==> config.mk <==
export PLATFORM = sky130hd
export DESIGN_NAME = ps2_key_sequencer
export DESIGN_NICKNAME = d
export VERILOG_FILES = /design/src/rtl/ps2_key_sequencer.sv
export SDC_FILE = /design/constraint.sdc
export NUM_CORES = 1
export LEC_CHECK = 0
export ABC_AREA = 1
export CORE_MARGIN = 5
export CORE_UTILIZATION = 40
export CTS_CLUSTER_DIAMETER = 60
export CTS_CLUSTER_SIZE = 8
export DETAILED_ROUTE_END_ITERATION = 6
export PLACE_DENSITY = 0.65
export SYNTH_ARGS = -nofsm -noshare
export SYNTH_HDL_FRONTEND = slang
export SYNTH_SLANG_ARGS = --single-unit
==> constraint.sdc <==
create_clock -name clk -period 2.05 [get_ports clk]
set_input_delay 0.5125 -clock clk [delete_from_list [all_inputs] [get_ports clk]]
set_output_delay 0.5125 -clock clk [all_outputs]
set_load 0.01 [all_outputs]
==> src/rtl/ps2_key_sequencer.sv <==
// ---------------------------------------------------------------------------
// ps2_key_sequencer
//
// Sits between a PS/2 receiver and the CORDIC front-end command logic.
// Raw scan-code bytes are folded into complete key events by resolving the
// E0 (extended) and F0 (break) prefixes. Events are buffered in a small
// first-word-fall-through FIFO. FIFO occupancy throttles the receiver
// through rx_en, so a frame is only started when it can be stored.
//
// Ports
//   clk           in   system clock, rising edge
//   reset_n       in   asynchronous active-low reset
//   rx_done_tick  in   one-cycle pulse: receiver finished a frame
//   scan_code     in   [7:0] raw byte, valid the cycle after rx_done_tick
//   rx_en         out  receiver may start a new frame
//   key_valid     out  head event presented (FIFO non-empty)
//   key_ready     in   consumer accepts the head event
//   key_code      out  [7:0] head event scan code
//   key_ext       out  head event carried an E0 prefix
//   key_break     out  head event is a release (F0 prefix)
//   fifo_count    out  [log2(DEPTH):0] current occupancy
//   overflow      out  sticky: an event was dropped on a full FIFO
//   proto_err     out  one-cycle pulse: prefix timeout or byte 00/FF
//   dbg_state     out  [1:0] decoder state (0 IDLE, 1 EXT, 2 BRK, 3 EXT_BRK)
//
// Handshake: an event transfers on every rising edge where key_valid and
// key_ready are both high. key_valid never depends on key_ready, and the
// head event stays stable on key_* until it is transferred.
// ---------------------------------------------------------------------------
module ps2_key_sequencer #(
    parameter int DEPTH   = 4,
    parameter int TIMEOUT = 1000000
) (
    input  logic                     clk,
    input  logic                     reset_n,
    input  logic                     rx_done_tick,
    input  logic [7:0]               scan_code,
    output logic                     rx_en,
    output logic                     key_valid,
    input  logic                     key_ready,
    output logic [7:0]               key_code,
    output logic                     key_ext,
    output logic                     key_break,
    output logic [$clog2(DEPTH):0]   fifo_count,
    output logic                     overflow,
    output logic                     proto_err,
    output logic [1:0]               dbg_state
);

    localparam int AW = $clog2(DEPTH);
    localparam logic [AW-1:0] PTR_ONE   = 1;
    localparam logic [AW:0]   CNT_ONE   = 1;
    localparam logic [AW:0]   CNT_FULL  = DEPTH[AW:0];
    localparam logic [AW:0]   CNT_HIGH  = CNT_FULL - CNT_ONE;
    localparam logic [23:0]   TMO_LIMIT = TIMEOUT[23:0];

    typedef enum logic [1:0] {
        S_IDLE    = 2'd0,
        S_EXT     = 2'd1,
        S_BRK     = 2'd2,
        S_EXT_BRK = 2'd3
    } state_t;

    // ------------------------------------------------------------------
    // Byte strobe: scan_code settles one cycle after rx_done_tick, so the
    // decoder works on the delayed strobe.
    // ------------------------------------------------------------------
    logic r_tick_d;

    always_ff @(posedge clk or negedge reset_n) begin
        if (!reset_n) begin
            r_tick_d <= 1'b0;
        end else begin
            r_tick_d <= rx_done_tick;
        end
    end

    // ------------------------------------------------------------------
    // Decoder FSM
    // ------------------------------------------------------------------
    state_t      r_state;
    state_t      w_next_state;
    logic [23:0] r_tmo_cnt;
    logic [23:0] w_tmo_cnt_next;
    logic        w_push;
    logic [9:0]  w_push_data;
    logic        w_byte_err;
    logic        w_timeout;
    logic        w_bad_byte;
    logic        w_status_byte;
    logic        r_proto_err;

    assign w_bad_byte    = (scan_code == 8'h00) || (scan_code == 8'hFF);
    assign w_status_byte = (scan_code == 8'hFA) || (scan_code == 8'hAA) ||
                           (scan_code == 8'hEE);

    always_ff @(posedge clk or negedge reset_n) begin
        if (!reset_n) begin
            r_state     <= S_IDLE;
            r_tmo_cnt   <= 24'd0;
            r_proto_err <= 1'b0;
        end else begin
            r_state     <= w_next_state;
            r_tmo_cnt   <= w_tmo_cnt_next;
            r_proto_err <= w_byte_err | w_timeout;
        end
    end

    always_comb begin
        w_next_state = r_state;
        w_push       = 1'b0;
        w_push_data  = 10'd0;
        w_byte_err   = 1'b0;
        w_timeout    = 1'b0;

        if (r_tick_d) begin
            // A byte arriving in the same cycle as the limit wins: it is a
            // legitimate continuation of the pending prefix.
            unique case (r_state)
                S_IDLE: begin
                    if (w_bad_byte) begin
                        w_byte_err = 1'b1;
                    end else if (scan_code == 8'hE0) begin
                        w_next_state = S_EXT;
                    end else if (scan_code == 8'hF0) begin
                        w_next_state = S_BRK;
                    end else if (!w_status_byte) begin
                        w_push      = 1'b1;
                        w_push_data = {2'b00, scan_code};
                    end
                end
                S_EXT: begin
                    if (w_bad_byte) begin
                        w_byte_err   = 1'b1;
                        w_next_state = S_IDLE;
                    end else if (scan_code == 8'hF0) begin
                        w_next_state = S_EXT_BRK;
                    end else if (scan_code == 8'hE0) begin
                        w_next_state = S_EXT;
                    end else begin
                        w_push       = 1'b1;
                        w_push_data  = {2'b10, scan_code};
                        w_next_state = S_IDLE;
                    end
                end
                S_BRK: begin
                    w_next_state = S_IDLE;
                    if (w_bad_byte) begin
                        w_byte_err = 1'b1;
                    end else begin
                        w_push      = 1'b1;
                        w_push_data = {2'b01, scan_code};
                    end
                end
                S_EXT_BRK: begin
                    w_next_state = S_IDLE;
                    if (w_bad_byte) begin
                        w_byte_err = 1'b1;
                    end else begin
                        w_push      = 1'b1;
                        w_push_data = {2'b11, scan_code};
                    end
                end
                default: w_next_state = S_IDLE;
            endcase
        end else if ((r_state != S_IDLE) && (r_tmo_cnt == TMO_LIMIT)) begin
            // Prefix left dangling: abandon it without producing an event.
            w_timeout    = 1'b1;
            w_next_state = S_IDLE;
        end
    end

    // Counter restarts on every byte and whenever the decoder lands in IDLE,
    // so it only measures silence after a prefix.
    always_comb begin
        w_tmo_cnt_next = r_tmo_cnt;
        if (r_tick_d || (w_next_state == S_IDLE)) begin
            w_tmo_cnt_next = 24'd0;
        end else if (r_state != S_IDLE) begin
            w_tmo_cnt_next = r_tmo_cnt + 24'd1;
        end
    end

    // ------------------------------------------------------------------
    // Event FIFO, entries {ext, brk, code}
    // ------------------------------------------------------------------
    logic [9:0]    r_mem [DEPTH];
    logic [AW-1:0] r_wr_ptr;
    logic [AW-1:0] r_rd_ptr;
    logic [AW:0]   r_count;
    logic          r_overflow;
    logic          w_full;
    logic          w_empty;
    logic          w_pop;
    logic          w_wr_en;
    logic [9:0]    w_head;

    assign w_full  = (r_count == CNT_FULL);
    assign w_empty = (r_count == '0);
    assign w_pop   = !w_empty && key_ready;
    // A pop in the same cycle frees the slot, so a full FIFO still accepts.
    assign w_wr_en = w_push && (!w_full || w_pop);
    assign w_head  = r_mem[r_rd_ptr];

    always_ff @(posedge clk) begin
        if (w_wr_en) begin
            r_mem[r_wr_ptr] <= w_push_data;
        end
    end

    always_ff @(posedge clk or negedge reset_n) begin
        if (!reset_n) begin
            r_wr_ptr   <= '0;
            r_rd_ptr   <= '0;
            r_count    <= '0;
            r_overflow <= 1'b0;
        end else begin
            if (w_wr_en) begin
                r_wr_ptr <= r_wr_ptr + PTR_ONE;
            end
            if (w_pop) begin
                r_rd_ptr <= r_rd_ptr + PTR_ONE;
            end
            if (w_wr_en && !w_pop) begin
                r_count <= r_count + CNT_ONE;
            end else if (w_pop && !w_wr_en) begin
                r_count <= r_count - CNT_ONE;
            end
            if (w_push && !w_wr_en) begin
                r_overflow <= 1'b1;
            end
        end
    end

    // ------------------------------------------------------------------
    // Outputs. The head is masked while empty so stale storage never leaks
    // onto key_* (and reset values are zero without resetting the array).
    // ------------------------------------------------------------------
    assign key_valid  = !w_empty;
    assign key_code   = w_empty ? 8'h00 : w_head[7:0];
    assign key_break  = w_empty ? 1'b0  : w_head[8];
    assign key_ext    = w_empty ? 1'b0  : w_head[9];
    assign fifo_count = r_count;
    // One slot stays free for a frame already on the wire when rx_en drops.
    assign rx_en      = (r_count < CNT_HIGH);
    assign overflow   = r_overflow;
    assign proto_err  = r_proto_err;
    assign dbg_state  = r_state;

endmodule

## Yosys cells after proc, flatten, opt, wreduce, memory -nomap -nowiden

Memories as Yosys holds them, arrays and structs flattened.
Cells that the tools add are included.

| storage, ports and cells | value |
|---|---|
| register bits | 36 |
| latch bits | 0 |
| memory bits (writable) | 40 |
| ROM bits | 0 |
| input bits | 12 |
| output and inout bits | 19 |
| word-level logic and storage cells | 95 |
| memories kept | 1 |

Memory list:

| memory | depth | width | rd ports | clocked after memory_dff | write ports | line | text |
|---|---|---|---|---|---|---|---|
| r_mem | 4 | 10 | 1 | 0 | 1 | 187 | `logic [9:0] r_mem [DEPTH];` |

| operators by class | value |
|---|---|
| add/subtract/negate cells | 5 |
| multipliers | 0 |
| div/mod/pow operators | 0 |
| order comparisons | 1 |
| eq/ne operators | 11 |
| shifts and indexed selects | 0 |
| mux-type cells | 44 |
| bitwise operators | 1 |
| reduce and logical (&&, ||, !) cells | 24 |

Operator list:

| kind | number |
|---|---|
| 2-to-1 mux 10 bit | 5 |
| equality test 8 bit (second input constant) | 6 |
| 2-to-1 mux 24 bit | 2 |
| 2-to-1 mux 8 bit | 5 |
| one-hot mux 10 bit (4 select lines) | 1 |
| adder 24 x 1 -> 24 bit (second input constant) | 1 |
| equality test 24 x 20 -> 1 bit (second input constant) | 1 |
| 2-to-1 mux 1 bit | 19 |
| 2-to-1 mux 2 bit | 7 |
| 2-to-1 mux 9 bit | 1 |
| logical NOT 8 bit | 1 |
| logical AND 1 bit | 6 |
| 2-to-1 mux 3 bit | 2 |
| one-hot mux 2 bit (3 select lines) | 1 |
| nonzero test 2 bit | 3 |
| logical OR 1 bit | 5 |
| adder 2 x 1 -> 2 bit (second input constant) | 2 |
| equality test 2 bit (second input constant) | 2 |
| logical NOT 1 bit | 4 |
| logical NOT 2 bit | 2 |
| OR reduction 4 bit | 1 |
| adder 3 x 1 -> 3 bit (second input constant) | 1 |
| equality test 3 bit (second input constant) | 1 |
| logical NOT 3 bit | 1 |
| 6 further kinds | 6 |

## Longest topological paths before layout

| depth | value |
|---|---|
| depth after elaboration | 14 |
| mapped depth | 16 |
| mapped depth without buffers | 16 |

## Least setup slack after synthesis

Ideal clock, no wire load.

| timing | value |
|---|---|
| path type | input-to-reg |
| start point | input scan_code[7] |
| end point | register r_count[2] (netlist: fifo_count[2]) |
| library setup time | 0.131 ns |
| data arrival time | 2.242 ns |
| data required time | 1.919 ns |
| slack | -0.323 ns |
| stages | 15 |
| path buffers | 0 |
| cells stage by stage | nand2_2 > nor2_1 > nand2_1 > nand2_2 > nor2_1 > nand2_1 > nand2_1 > nand4_1 > inv_1 > ha_1 > inv_1 > fa_1 > a21oi_1 > o21ai_0 > xor2_1 |

| on the way | value |
|---|---|
| longest elaborated chain between the ends | 13 |
| elaborated cells between the ends (all ways) | 26 |
| classes of those cells | eq/ne (6); mux (11); reduce/logical (9) |

RTL lines:

| what | line | text |
|---|---|---|
| start, declared | 37 | `input logic [7:0] scan_code,` |
| equality test 8 bit | 94 | `assign w_status_byte = (scan_code == 8'hFA) \|\| (scan_code == 8'hAA) \|\|` |
| logical OR 1 bit (2 in series) | 94 |  |
| 2-to-1 mux 1 bit | 127 | `end else if (!w_status_byte) begin` |
| 2-to-1 mux 1 bit | 125 | `end else if (scan_code == 8'hF0) begin` |
| 2-to-1 mux 1 bit | 123 | `end else if (scan_code == 8'hE0) begin` |
| 2-to-1 mux 1 bit | 121 | `if (w_bad_byte) begin` |
| one-hot mux 1 bit (3 select lines) * | 119 | `unique case (r_state)` |
| 2-to-1 mux 1 bit * | 116 | `if (r_tick_d) begin` |
| logical AND 1 bit * | 202 | `assign w_wr_en = w_push && (!w_full \|\| w_pop);` |
| via w_wr_en | 195 | `logic w_wr_en;` |
| logical NOT 1 bit | 226 | `end else if (w_pop && !w_wr_en) begin` |
| logical AND 1 bit | 226 |  |
| nonzero test 2 bit (no line) | n/a |  |
| end signal, assigned | 225 | `r_count <= r_count + CNT_ONE;` |
| end signal, assigned | 227 | `r_count <= r_count - CNT_ONE;` |
| end, declared | 190 | `logic [AW:0] r_count;` |

Mark *: on every way through the listed nets, which the timed path passes. The rest lies on a longest branch.
A chain may end at the register's enable or synchronous reset.

## Worst setup path after layout

| timing | value |
|---|---|
| start point | input scan_code[3] |
| end point | register r_count[1] (netlist: fifo_count[1]) |

The elaborated chain is that of the path after synthesis.

==> out/qor.yml <==
run_status:
  status: "complete, but fails checks"
  violations: "negative setup slack"
pwr:
  power_leakage_uw: 0.00219
  power_density_mw_per_mm2: 992
  power_uw: 5230
  ir_drop_v: 0.000356
placement:
  gp_congestion: 0.837
  io_buffers: 30
  hpwl_mm: 6.28
  place_worst_setup_slack_ns: -0.925
logic_synthesis:
  synth_ff_type: "edfxtp_1"
  synth_top_area_share_pct: 30.7
  synth_area_leader_cell: "edfxtp_1"
  ys_top_cells_by_area: "edfxtp_1, dfrtp_1, nor2_1, nand2_1, inv_1"
  async_reset_ff_share_pct: 47.4
  ys_types: 35
  synth_edf_count: 40
  synth_nets: 452
  yosysSeqAreaShare_pct: 53.8
  netlist_instances: 432
  ys_ff_latch: 76
  avgSynthCellArea_sq_um: 9.05
  synth_area_sq_mm: 0.00391
  yosys_warnings: 0
cts:
  tritoncts: "yes"
  path_clk_slew_ns: 0.10
  cts_buffers: 9
  htreeDepth: 3
  clk_latency_ns: 0.36
  cts_hold_buffers: 0
  clockRootBuffer: "clkbuf_8"
  clock_path_buffers: 2
  clock-sinks: 76
sta:
  timing.fmax_mhz: 476
  report.final.slew_viol_count: 0
  holdWs_ns: 0.187
  rsz0062_at_grt: "yes"
  max_slew.worst_pin.slew_ns: 0.767
  min_period_over_period_pct: 103
  tns_ns: -0.0890
  maxSlewHeadroom_pct: 48.8
  fin_worst_skew_ns: 0.0151
  setup_viol: 2
  hold_viol: 0
  setup_slack_ns: -0.0513
  fin_crit_ns: 2.10
routing:
  drtIter0Drc: 105
  viasPerCell: 4.82
  drc: 0
  vias: 3200
  wire_per_inst_um: 13.9
  wl_mm: 9.26
  first_pass_iters: 4
  drtAntennaViolNets: 0
global_routing:
  grt_pass1_vias: 3290
  grt_max_degree: 37
  antenna_found_initial: 0
  grt_pass1_wl_mm: 15.3
  grt.overflow.total: 0
  grt_usage_pct: 16.5
worst_setup_path:
  critPathBufInv: 4
  crit_family: "simple AND/OR/NAND/NOR gates"
  critPathMaxStageDelay_ns: 0.42
  cp_cell_sequence: "buf_12 > inv_12 > nand2_4 > nor2_4 > nand2_2 > nand2_4 > nor2_2 > nand2_1 > nand2_2 > nand4_1 > inv_1 > ha_2 > inv_2 > fa_2 > mux2_4"
  ff2ff_setup_slack_ns: 0
  start_kind: "input pin"
  crit_fanout: 3
  r2r_start: "dbg_state[1]"
  critPathKind: "input pin to register"
  cp.depth: 15
  arrival_ns: 2.33
  crit_path_end_kind: "register"
  critPathRequiredTime_ns: 2.28
  cpMaxStageDelayCell: "fa_2"
  r2r_end: "fifo_count[2]"
  ff2ff_path_depth: 11
die:
  die_area_sq_mm: 0.0118
  start_util_pct: 40.6
  die_y_um: 109
  floorplan.die.width_um: 109
  num_rows: 36
  core_area_sq_mm: 0.00964
  io_pins: 31
min_path:
  hp-class: "input pin to asynchronous set/reset pin"
final_layout:
  finish.utilization_pct: 54.8
  antennaDiodeCount: 0
  drive_gt1_share_pct: 33.7
  area_growth_pct: 35.1
  final_nets: 546
job:
  max-cap-violations: 0
==> per-stage QoR <==
step | area (sq um) | instances
floorplan | 3970 | 432
global placement | 4780 | 633
detailed placement | 4780 | 633
CTS | 5050 | 662
global route | 5280 | 664
finish | 5280 | 664
==> cells in the final DEF, fill, tap and decap left out, drive strengths merged, types with 2 or more instances in the layout <==
| cell type | instances |
|---|---|
| xnor2 | 4 |
| clkinv | 2 |
| xor2 | 16 |
| nor3 | 8 |
| clkdlybuf4s50 | 9 |
| nand4 | 13 |
| a21oi | 14 |
| o21bai | 2 |
| clkbuf | 11 |
| dfrtp | 36 |
| nand3 | 17 |
| nand2 | 64 |
| o21ai | 26 |
| nor2 | 115 |
| edfxtp | 40 |
| buf | 79 |
| inv | 58 |
| ha | 7 |
==> registers in the layout (all words and copies together) (netlist names) <==
name	count
dbg_state	2
r_mem	40
r_rd_ptr	2
proto_err	1
r_tmo_cnt	24
r_wr_ptr	2
fifo_count	3
r_tick_d	1
overflow	1
==> final cells by class <==
cell class | count | area [sq um]
Tap cell | 133 | 166
Inverter | 54 | 234
Timing Repair Buffer | 92 | 835
Clock inverter | 7 | 73.8
Multi-Input combinational cell | 293 | 1740
Sequential cell | 76 | 2100
Clock buffer | 9 | 124
Fill cell | 885 | 4360
==> routing by layer <==
| metal | track usage (%) | vias to the layer above | wire, um |
|---|---|---|---|
| li1 | - | 1590 | - |
| met1 | 20.2 | 1547 | 3970 |
| met2 | 29.7 | 48 | 4910 |
| met3 | 2.90 | 15 | 239 |
| met4 | 5.14 | 0 | 138 |
| met5 | 0 | - | 0 |
==> cell usage after synthesis, types with 2 or more instances <==
library cell,instances
ha_1,7
nor2_2,25
nand3_2,2
nand2_1,58
dfrtp_1,36
inv_1,50
nand2_2,5
xnor2_1,4
o21bai_1,2
xor2_1,16
nand3_1,15
inv_2,3
a21oi_1,13
clkbuf_1,6
o21ai_0,24
edfxtp_1,40
buf_12,2
nor2_1,89
nor3_1,7
nand4_1,13
==> where the power goes <==
| group | internal [uW] | total (uW) | switching, uW |
|---|---|---|---|
| logic | 999 | 2140 | 1140 |
| clock network | 484 | 1140 | 651 |
| registers | 1850 | 1960 | 109 |
| total | 3340 | 5230 | 1900 |
==> worst max path at each step <==
stage                 startpoint            end  slack, ns
global route         r_rd_ptr[1]    key_code[6]      -0.16
floorplan           scan_code[3]  fifo_count[2]      -0.27
CTS                 scan_code[1]  fifo_count[1]      -0.05
finish              scan_code[3]  fifo_count[1]      -0.05
detailed placement  scan_code[0]  fifo_count[2]      -0.93
global placement    scan_code[2]  fifo_count[2]      -0.87
==> worst reg2reg max path, stage by stage (launching register included) <==
cell and delay [ns]:
dfrtp_1 0.43, nor2_2 0.25, inv_4 0.04, nand2_1 0.06
nand4_1 0.13, inv_1 0.09, ha_2 0.17, inv_2 0.04
fa_2 0.35, a21oi_2 0.14, o21ai_2 0.07, xor2_1 0.14
==> cells by family after synthesis <==
family | after synthesis | synth area share, %
AO/OA/AOI/OAI | 45 | 6.24
XOR/XNOR | 20 | 4.48
adder cells (fa/ha/maj) | 8 | 2.75
buffers and inverters | 63 | 6.95
flip-flops | 76 | 53.8
multiplexers | 1 | 0.288
AND/OR/NAND/NOR | 219 | 25.5
==> repair_timing <==
action / in CTS / in global routing
resized for setup: 105 / 56
hold endpoints to repair: 0 / 0
cloned: 1 / 2
setup buffers: 13 / 2
pin swaps: 13 / 28
endpoints found under the setup margin: 70 / 37
Note: power is estimated with default switching activity, not from simulation.
